`src/rtl/alu_exec_stage.sv`:
```
// ---------------------------------------------------------------------------
// alu_exec_stage
//
// Execute stage that sits after the ALU control decoder. It accepts one
// operation per valid/ready handshake, computes a registered result, a zero
// flag and an illegal-code flag, and presents them under a second valid/ready
// handshake downstream.
//
// Handshake semantics (both sides): a transfer happens on a rising edge where
// valid && ready are both high. A producer holds its payload stable while
// valid is high and ready is low. This stage never drops out_valid before
// the downstream handshake completes.
//
// Add, subtract, logic and I-type operations finish in one cycle. Shifts run
// on a bit-serial shifter, one bit per cycle. Upstream is held off while a
// shift is in progress.
//
// Ports:
//   clk          sole clock; all state updates on the rising edge
//   reset        synchronous, active-high reset
//   in_valid     upstream presents a valid operation
//   in_ready     stage can accept an operation this cycle (combinational)
//   alu_control  3-bit operation code
//   op_a         first operand (rs)
//   op_b         second operand (rt or sign-extended immediate)
//   shamt        shift amount
//   out_valid    result / zero / illegal are valid
//   out_ready    downstream accepts the result
//   result       registered result
//   zero         registered, 1 when result == 0
//   illegal      registered, 1 when the accepted code was 3'b110
//   state_dbg    current FSM state (0 IDLE, 1 SHIFT, 2 DONE), for observation
// ---------------------------------------------------------------------------
module alu_exec_stage #(
    parameter int WIDTH = 32
) (
    input  logic             clk,
    input  logic             reset,
    input  logic             in_valid,
    output logic             in_ready,
    input  logic [2:0]       alu_control,
    input  logic [WIDTH-1:0] op_a,
    input  logic [WIDTH-1:0] op_b,
    input  logic [4:0]       shamt,
    output logic             out_valid,
    input  logic             out_ready,
    output logic [WIDTH-1:0] result,
    output logic             zero,
    output logic             illegal,
    output logic [1:0]       state_dbg
);

    // Operation codes from the ALU control decoder.
    localparam logic [2:0] OP_ADD = 3'b000;
    localparam logic [2:0] OP_SUB = 3'b001;
    localparam logic [2:0] OP_AND = 3'b010;
    localparam logic [2:0] OP_OR  = 3'b011;
    localparam logic [2:0] OP_SLL = 3'b100;
    localparam logic [2:0] OP_SRL = 3'b101;
    localparam logic [2:0] OP_ILL = 3'b110;
    localparam logic [2:0] OP_ITY = 3'b111;

    typedef enum logic [1:0] {
        ST_IDLE  = 2'd0,
        ST_SHIFT = 2'd1,
        ST_DONE  = 2'd2
    } state_t;

    state_t           state;
    logic [WIDTH-1:0] work;        // bit-serial shifter working register
    logic [4:0]       cnt;         // remaining shift steps
    logic             shift_right; // latched direction: 1 = SRL, 0 = SLL

    logic             accept;
    logic             is_shift;
    logic             go_shift;
    logic [WIDTH-1:0] fast_result;
    logic [WIDTH-1:0] shift_next;

    // ------------------------------------------------------------------
    // Upstream ready. A DONE stage can take a new op only on the same edge
    // its own result leaves, so the single output register never overflows.
    // ------------------------------------------------------------------
    always_comb begin
        in_ready = 1'b0;
        if (!reset) begin
            in_ready = (state == ST_IDLE) || ((state == ST_DONE) && out_ready);
        end
    end

    assign accept    = in_valid && in_ready;
    assign state_dbg = state;

    // ------------------------------------------------------------------
    // Single-cycle datapath. A shift with shamt == 0 is also single-cycle
    // and simply passes op_b through.
    // ------------------------------------------------------------------
    always_comb begin
        fast_result = '0;
        case (alu_control)
            OP_ADD:  fast_result = op_a + op_b;
            OP_SUB:  fast_result = op_a - op_b;
            OP_AND:  fast_result = op_a & op_b;
            OP_OR:   fast_result = op_a | op_b;
            OP_SLL:  fast_result = op_b;
            OP_SRL:  fast_result = op_b;
            OP_ITY:  fast_result = op_a + op_b;
            OP_ILL:  fast_result = '0;
            default: fast_result = '0;
        endcase
    end

    assign is_shift = (alu_control == OP_SLL) || (alu_control == OP_SRL);
    assign go_shift = is_shift && (shamt != 5'd0);

    // One-bit step of the serial shifter. Shifting WIDTH or more times
    // naturally drains the register to zero, so oversize amounts need no
    // special case.
    assign shift_next = shift_right ? (work >> 1) : (work << 1);

    // ------------------------------------------------------------------
    // Control FSM and output registers.
    // ------------------------------------------------------------------
    always_ff @(posedge clk) begin
        if (reset) begin
            state       <= ST_IDLE;
            out_valid   <= 1'b0;
            result      <= '0;
            zero        <= 1'b0;
            illegal     <= 1'b0;
            work        <= '0;
            cnt         <= 5'd0;
            shift_right <= 1'b0;
        end else begin
            case (state)
                ST_SHIFT: begin
                    work <= shift_next;
                    cnt  <= cnt - 5'd1;
                    if (cnt == 5'd1) begin
                        // Last step: publish the shifted value directly.
                        result    <= shift_next;
                        zero      <= (shift_next == '0);
                        illegal   <= 1'b0;
                        out_valid <= 1'b1;
                        state     <= ST_DONE;
                    end
                end

                ST_IDLE, ST_DONE: begin
                    // IDLE and DONE share the acceptance path, so a DONE
                    // stage with out_ready high behaves exactly like IDLE.
                    if (accept) begin
                        if (go_shift) begin
                            work        <= op_b;
                            cnt         <= shamt;
                            shift_right <= (alu_control == OP_SRL);
                            out_valid   <= 1'b0;
                            state       <= ST_SHIFT;
                        end else begin
                            result    <= fast_result;
                            zero      <= (fast_result == '0);
                            illegal   <= (alu_control == OP_ILL);
                            out_valid <= 1'b1;
                            state     <= ST_DONE;
                        end
                    end else if ((state == ST_DONE) && out_ready) begin
                        out_valid <= 1'b0;
                        state     <= ST_IDLE;
                    end
                end

                default: begin
                    out_valid <= 1'b0;
                    state     <= ST_IDLE;
                end
            endcase
        end
    end

endmodule

```
`config.mk`:
```
export PLATFORM = sky130hd
export DESIGN_NAME = alu_exec_stage
export DESIGN_NICKNAME = d
export VERILOG_FILES = /design/src/rtl/alu_exec_stage.sv
export SDC_FILE = /design/constraint.sdc
export NUM_CORES = 1
export LEC_CHECK = 0
export BUFFER_PORTS_ARGS = -buffer_cell sky130_fd_sc_hd__buf_2
export CORE_MARGIN = 1.5
export CORE_UTILIZATION = 50
export DETAILED_ROUTE_END_ITERATION = 8
export MAX_ROUTING_LAYER = met4
export PLACE_DENSITY_LB_ADDON = 0.1
export RECOVER_POWER = 50
export SETUP_SLACK_MARGIN = 0.02
export SYNTH_ARGS = -nofsm -noshare
export SYNTH_HDL_FRONTEND = slang
export SYNTH_SLANG_ARGS = --single-unit
```
`constraint.sdc`:
```
create_clock -name clk -period 7 [get_ports clk]
set_input_delay 1.05 -clock clk [delete_from_list [all_inputs] [get_ports clk]]
set_output_delay 1.05 -clock clk [all_outputs]
set_load 0.1 [all_outputs]
```
* Word level (Yosys, flattened, before mapping)
Cells that the tools add are included.
** Word-level totals
- Register bits after elaboration :: 75
- Input port bits :: 76
- Word-level logic and storage cells :: 77
- Output and inout port bits :: 38
** Operators by class
- Add/subtract/negate cells :: 3
- Muxes and demuxes :: 31
- Reductions and logical operators :: 18
- Eq/ne operators :: 15
- Bitwise gates (word level) :: 2
** Operators by type and width (count)
- 32-bit 2-to-1 mux :: 6
- 32-bit one-hot mux with 6 select lines :: 1
- 32-bit one-hot mux with 2 select lines :: 2
- 32-bit zero test :: 2
- 32-bit adder :: 1
- 32-bit AND :: 1
- 32-bit bitwise OR :: 1
- 32-bit subtractor :: 1
- 3-bit == test (second input constant) :: 4
- 1-bit 2-to-1 mux :: 11
- 5-bit 2-to-1 mux :: 2
- 5-bit one-hot mux with 2 select lines :: 1
- 2-bit 2-to-1 mux :: 4
- 2-bit inequality test (second input constant) :: 4
- 3-bit by 2-bit == test with 1-bit output (second input constant) :: 2
- 1-bit one-hot mux with 2 select lines :: 3
- 3-bit AND reduction :: 2
- 2-bit OR reduction :: 3
- 5-bit by 1-bit == test with 1-bit output (second input constant) :: 1
- 5-bit nonzero test :: 1
- 5-bit by 1-bit subtractor with 5-bit output (second input constant) :: 1
- 2-bit one-hot mux with 2 select lines :: 1
- 4-bit AND reduction :: 1
- 3-bit by 1-bit == test with 1-bit output (second input constant) :: 1
- other kinds (9) :: 12

* Depth between registers and ports, before layout
- Word-level depth :: 7
- Gate-level depth with buffers :: 20
- Mapped depth without buffers :: 19

* Worst setup path before layout
No wires, ideal clock.
- Path kind :: input -> register
- From :: in op_b[7]
- To :: reg zero
- Stages :: 19
- Arrival time :: 5.395 ns
- Data required time :: 6.904 ns
- Slack :: 1.509 ns
- Cell sequence :: buf_2 or4_4 or4_4 nor4_1 nand2_1 or2_2 o21ai_0 xnor2_1 ha_1 clkbuf_1 o21ai_0 nor2_1 or4_1 a41oi_1 mux2_2 o211ai_1 and3_1 nand4_1 o41ai_2
** On the way
- Longest elaborated chain between the ends :: 6
** Ends and longest elaborated chain
- start: declaration :: line 43 : input logic [WIDTH-1:0] op_b,
- 32-bit adder, or another cell as far along :: line 101, 107
- 32-bit one-hot mux with 6 select lines (*) :: line 100 : case (alu_control)
- 32-bit zero test (*) :: line 161 : zero <= (fast_result == '0);
- 1-bit 2-to-1 mux (*) :: line 153 : if (go_shift) begin
- 1-bit 2-to-1 mux (*) :: line 152 : if (accept) begin
- 1-bit one-hot mux with 2 select lines (*) :: line 135 : case (state)
- end signal: assignment :: line 142 : zero <= (shift_next == '0);
- end signal: assignment :: line 161
- end: declaration :: line 48 : output logic zero,
Every way passes the cells marked *; elsewhere a longest branch is shown, timed or not. The select of a mux whose other input is x is not followed.
A chain may end at the register's enable or synchronous reset.

* Final worst setup path
- From :: in alu_control[2]
- To :: reg zero
** On the way
- Longest elaborated chain between the ends :: 7
** Ends and longest elaborated chain
- start: declaration :: line 41 : input logic [2:0] alu_control,
- 3-bit == test, or another cell as far along :: line 100
- 2-bit OR reduction (no source line)
- 32-bit one-hot mux with 6 select lines :: line 100
- 32-bit zero test :: line 161
- 1-bit 2-to-1 mux :: line 153
- 1-bit 2-to-1 mux :: line 152
- 1-bit one-hot mux with 2 select lines :: line 135
Several ways; a longest one is shown, not always the timed one. The select of a mux whose other input is x is not followed.

==> impl_metrics.tcl <==
set metrics [dict create \
    grt_pass1_wl_um 40380 \
    cp_slowest_cell "clkbuf_1" \
    die_y_um 124.5 \
    final_antenna_net_count 0 \
    worstReg2RegStart "state_dbg[0]$_SDFFE_PP0P_" \
    timing_worst_setup_path_type "in2reg" \
    wirelength_um 25830 \
    ff2ff_setup_slack_ns 2.75 \
    worst-path-buf-inv 2 \
    async_flop_share_pct 0 \
    numPortBuffers 113 \
    maxSlewViolCount 155 \
    core_area_um2 14480 \
    synth_edf_count 0 \
    dp_cells 1244 \
    cts_tree "done" \
    critical_path.max_fanout 22 \
    multi_input_area_um2 5529 \
    hold_start "result[7]$_SDFFE_PP0P_" \
    setup_viol 0 \
    ys_warn_count 0 \
    holdPathStages 2 \
    min_to "result[7]$_SDFFE_PP0P_" \
    synth_ff_type "dfxtp_1" \
    skew_ns 0.005635 \
    cp.depth 17 \
    grt_max_degree 78 \
    crit_chain "clkbuf_1 -> nor2_1 -> inv_1 -> o21a_1 -> o31ai_1 -> xnor2_1 -> ha_1 -> and2_1 -> a221oi_1 -> a21oi_1 -> or2_2 -> o2111ai_1 -> o211ai_1 -> or4_1 -> nor4_1 -> nand4b_1 -> o41ai_2" \
    antenna_found_initial 0 \
    io_pins 114 \
    clk_pin_slew_worst_paths_ns 0.06 \
    clkLatencyLatePin_ns 0.34 \
    synthesis.nets 1132 \
    hold_ws_ns 0.4519 \
    rows 44 \
    placed_area_um2 7969 \
    vdd_drop_max_mv 0.1379 \
    postSynthCellCount 1015 \
    worstHoldPathType "reg2reg" \
    cts_root_buf "clkbuf_16" \
    maxSlewHeadroom_pct -33.34 \
    finalWorstPathRequiredPeriod_ns 5.964 \
    drt_iter0_drc 905 \
    fin_area_um2 8263 \
    preCtsSetupSlack_ns 1.029 \
    holdBufCountCts 0 \
    grt_pass1_vias 7341 \
    post_cts_resized 0 \
    p_leak_nw 2.958 \
    ys_types 73 \
    rsz0062_at_grt "no" \
    area_growth_pct 12.01 \
    fin_nets 1188 \
    synth_area_um2 7377 \
    fin_crit_sh_pct 85.19 \
    avgSynthCellArea_um2 7.268 \
    postCtsSetupBuffers 0 \
    grt_overflow 0 \
    grt_use_total_pct 33.36 \
    die_area_um2 15490 \
    gp_congestion 0.9726 \
    rr_endpoint "work[9]$_SDFFE_PP0P_" \
    critPathCaptureType "flip-flop" \
    reg2regPathDepth 5 \
    drt_pass1_iterations 5 \
    slowest_delay_ns 0.75 \
    cp_data_arrival_time_ns 6.21 \
    synth_seq_area_share_pct 20.08 \
    vias_per_cell 6.407 \
    die_x_um 124.5 \
    drc 0 \
    startpoint_type "primary input" \
    antenna_cells 0 \
    drive_above_1_share_pct 11.62 \
    cts_buffers 9 \
    dp_hpwl_um 19430 \
    tns_ns 0 \
    cts_max_path_buffers 2 \
    clock.fmax_mhz 167.7 \
    status "finished with violations" \
    cp.required_ns 7.25 \
    regArea_um2 1483 \
    floorplan.initialDensity_pct 50.95 \
    htree_num_levels 3 \
    critical-path-top-delay-family "compound AO/OA/AOI/OAI gates" \
    setup_ws_ns 1.036 \
    drv_cap 4 \
    worstMarginPinSlew_ns 1.997 \
    yosys_register_bits 74 \
    hold_viol_final 0 \
    clock_sinks 74 \
    vias 8073 \
    instances_no_fill 1260 \
    power_density_nw_per_um2 209.9 \
    wire_per_inst_um 20.50 \
    n_fill_cell 1474 \
    violations "capacitance limit, slew limit" \
]
## state kept, by name, indices dropped and copies added (netlist names)
signal and count:
state_dbg 2, work 32, cnt 5, illegal 1, shift_right 1, zero 1, result 32
## tightest hold or removal path: stages, from the launching register on
cell	delay, ns
dfxtp_1	0.30
nand2_1	0.05
a21oi_1	0.05
## power by group
| group | switching (mW) | internal (mW) |
|---|---|---|
| clock | 0.179 | 0.366 |
| sequential | 0.0229 | 0.443 |
| combinational | 0.484 | 0.240 |
## cell usage in the layout (no fill, tap or decap), types with 12 or more instances in the layout
| cell type | n |
|---|---|
| nor4_1 | 12 |
| nor2_1 | 61 |
| ha_1 | 40 |
| mux2i_1 | 36 |
| clkbuf_1 | 40 |
| a22oi_1 | 15 |
| xnor2_1 | 28 |
| xor2_1 | 17 |
| inv_1 | 20 |
| dfxtp_1 | 73 |
| o211ai_1 | 58 |
| nand2_1 | 150 |
| a21oi_1 | 112 |
| buf_2 | 75 |
| a21o_1 | 16 |
| nor3_1 | 28 |
| nand3_1 | 25 |
| maj3_1 | 27 |
| o21ai_0 | 43 |
## per-layer routing
metal,share of wire [%],GRT usage (%),wire length [um],vias up
met1,46,47.88,11910,3762
met2,44,48.93,11400,379
li1,-,-,-,3893
met5,0,-,0,-
met4,2.2,9.669,556,0
met3,7.6,4.296,1967,39
## area by class of cell
type	count	area share, %
Clock buffer	11	3.059
Clock inverter	5	1.211
Inverter	20	0.9085
Multi-Input combinational cell	842	66.91
Sequential cell	74	17.94
Tap cell	184	2.786
Timing Repair Buffer	124	7.177
## cells in the mapped netlist, types with 10 or more instances
cell type,count,area (um2)
nor2_1,62,232.7
ha_1,40,500.5
a211oi_1,11,82.58
xnor2_1,28,245.2
dfxtp_1,74,1481
nand2_1,150,563.0
xor2_1,17,148.9
maj3_1,27,270.3
nor3_1,28,140.1
a21o_1,16,120.1
inv_1,20,75.07
mux2i_1,36,360.4
a21oi_1,112,560.5
o21a_1,11,82.58
nand4_1,10,62.56
nand3_1,25,125.1
nor4_1,12,75.07
clkbuf_1,71,266.5
o21ai_0,44,220.2
o211ai_1,58,435.4
a22oi_1,15,112.6
## cells by family after synthesis
kind of cell | after synthesis | share of synthesized area [%]
AO/OA/AOI/OAI | 352 | 31.65
AND/OR/NAND/NOR | 337 | 21.20
buffers and inverters | 99 | 5.139
flip-flops | 74 | 20.08
adder cells (fa/ha/maj) | 68 | 10.72
XOR/XNOR | 46 | 5.563
multiplexers | 39 | 5.648
## through the flow
stage	utilization, %	power, mW
finish	57.07	1.734
global route	57.07	1.816
CTS	57.47	1.726
global placement	55.04	1.183
detailed placement	55.04	1.182
floorplan	-	0.9953
## worst max path at each step
stage	slack [ns]	startpoint	end
floorplan	1.51	op_b[7]	zero$_SDFFE_PP0P_
global placement	1.13	op_b[8]	zero$_SDFFE_PP0P_
detailed placement	1.03	op_b[8]	zero$_SDFFE_PP0P_
CTS	1.36	op_b[8]	zero$_SDFFE_PP0P_
global route	0.72	alu_control[2]	zero$_SDFFE_PP0P_
finish	1.04	alu_control[2]	zero$_SDFFE_PP0P_
Power figures use the tool's default switching activity.
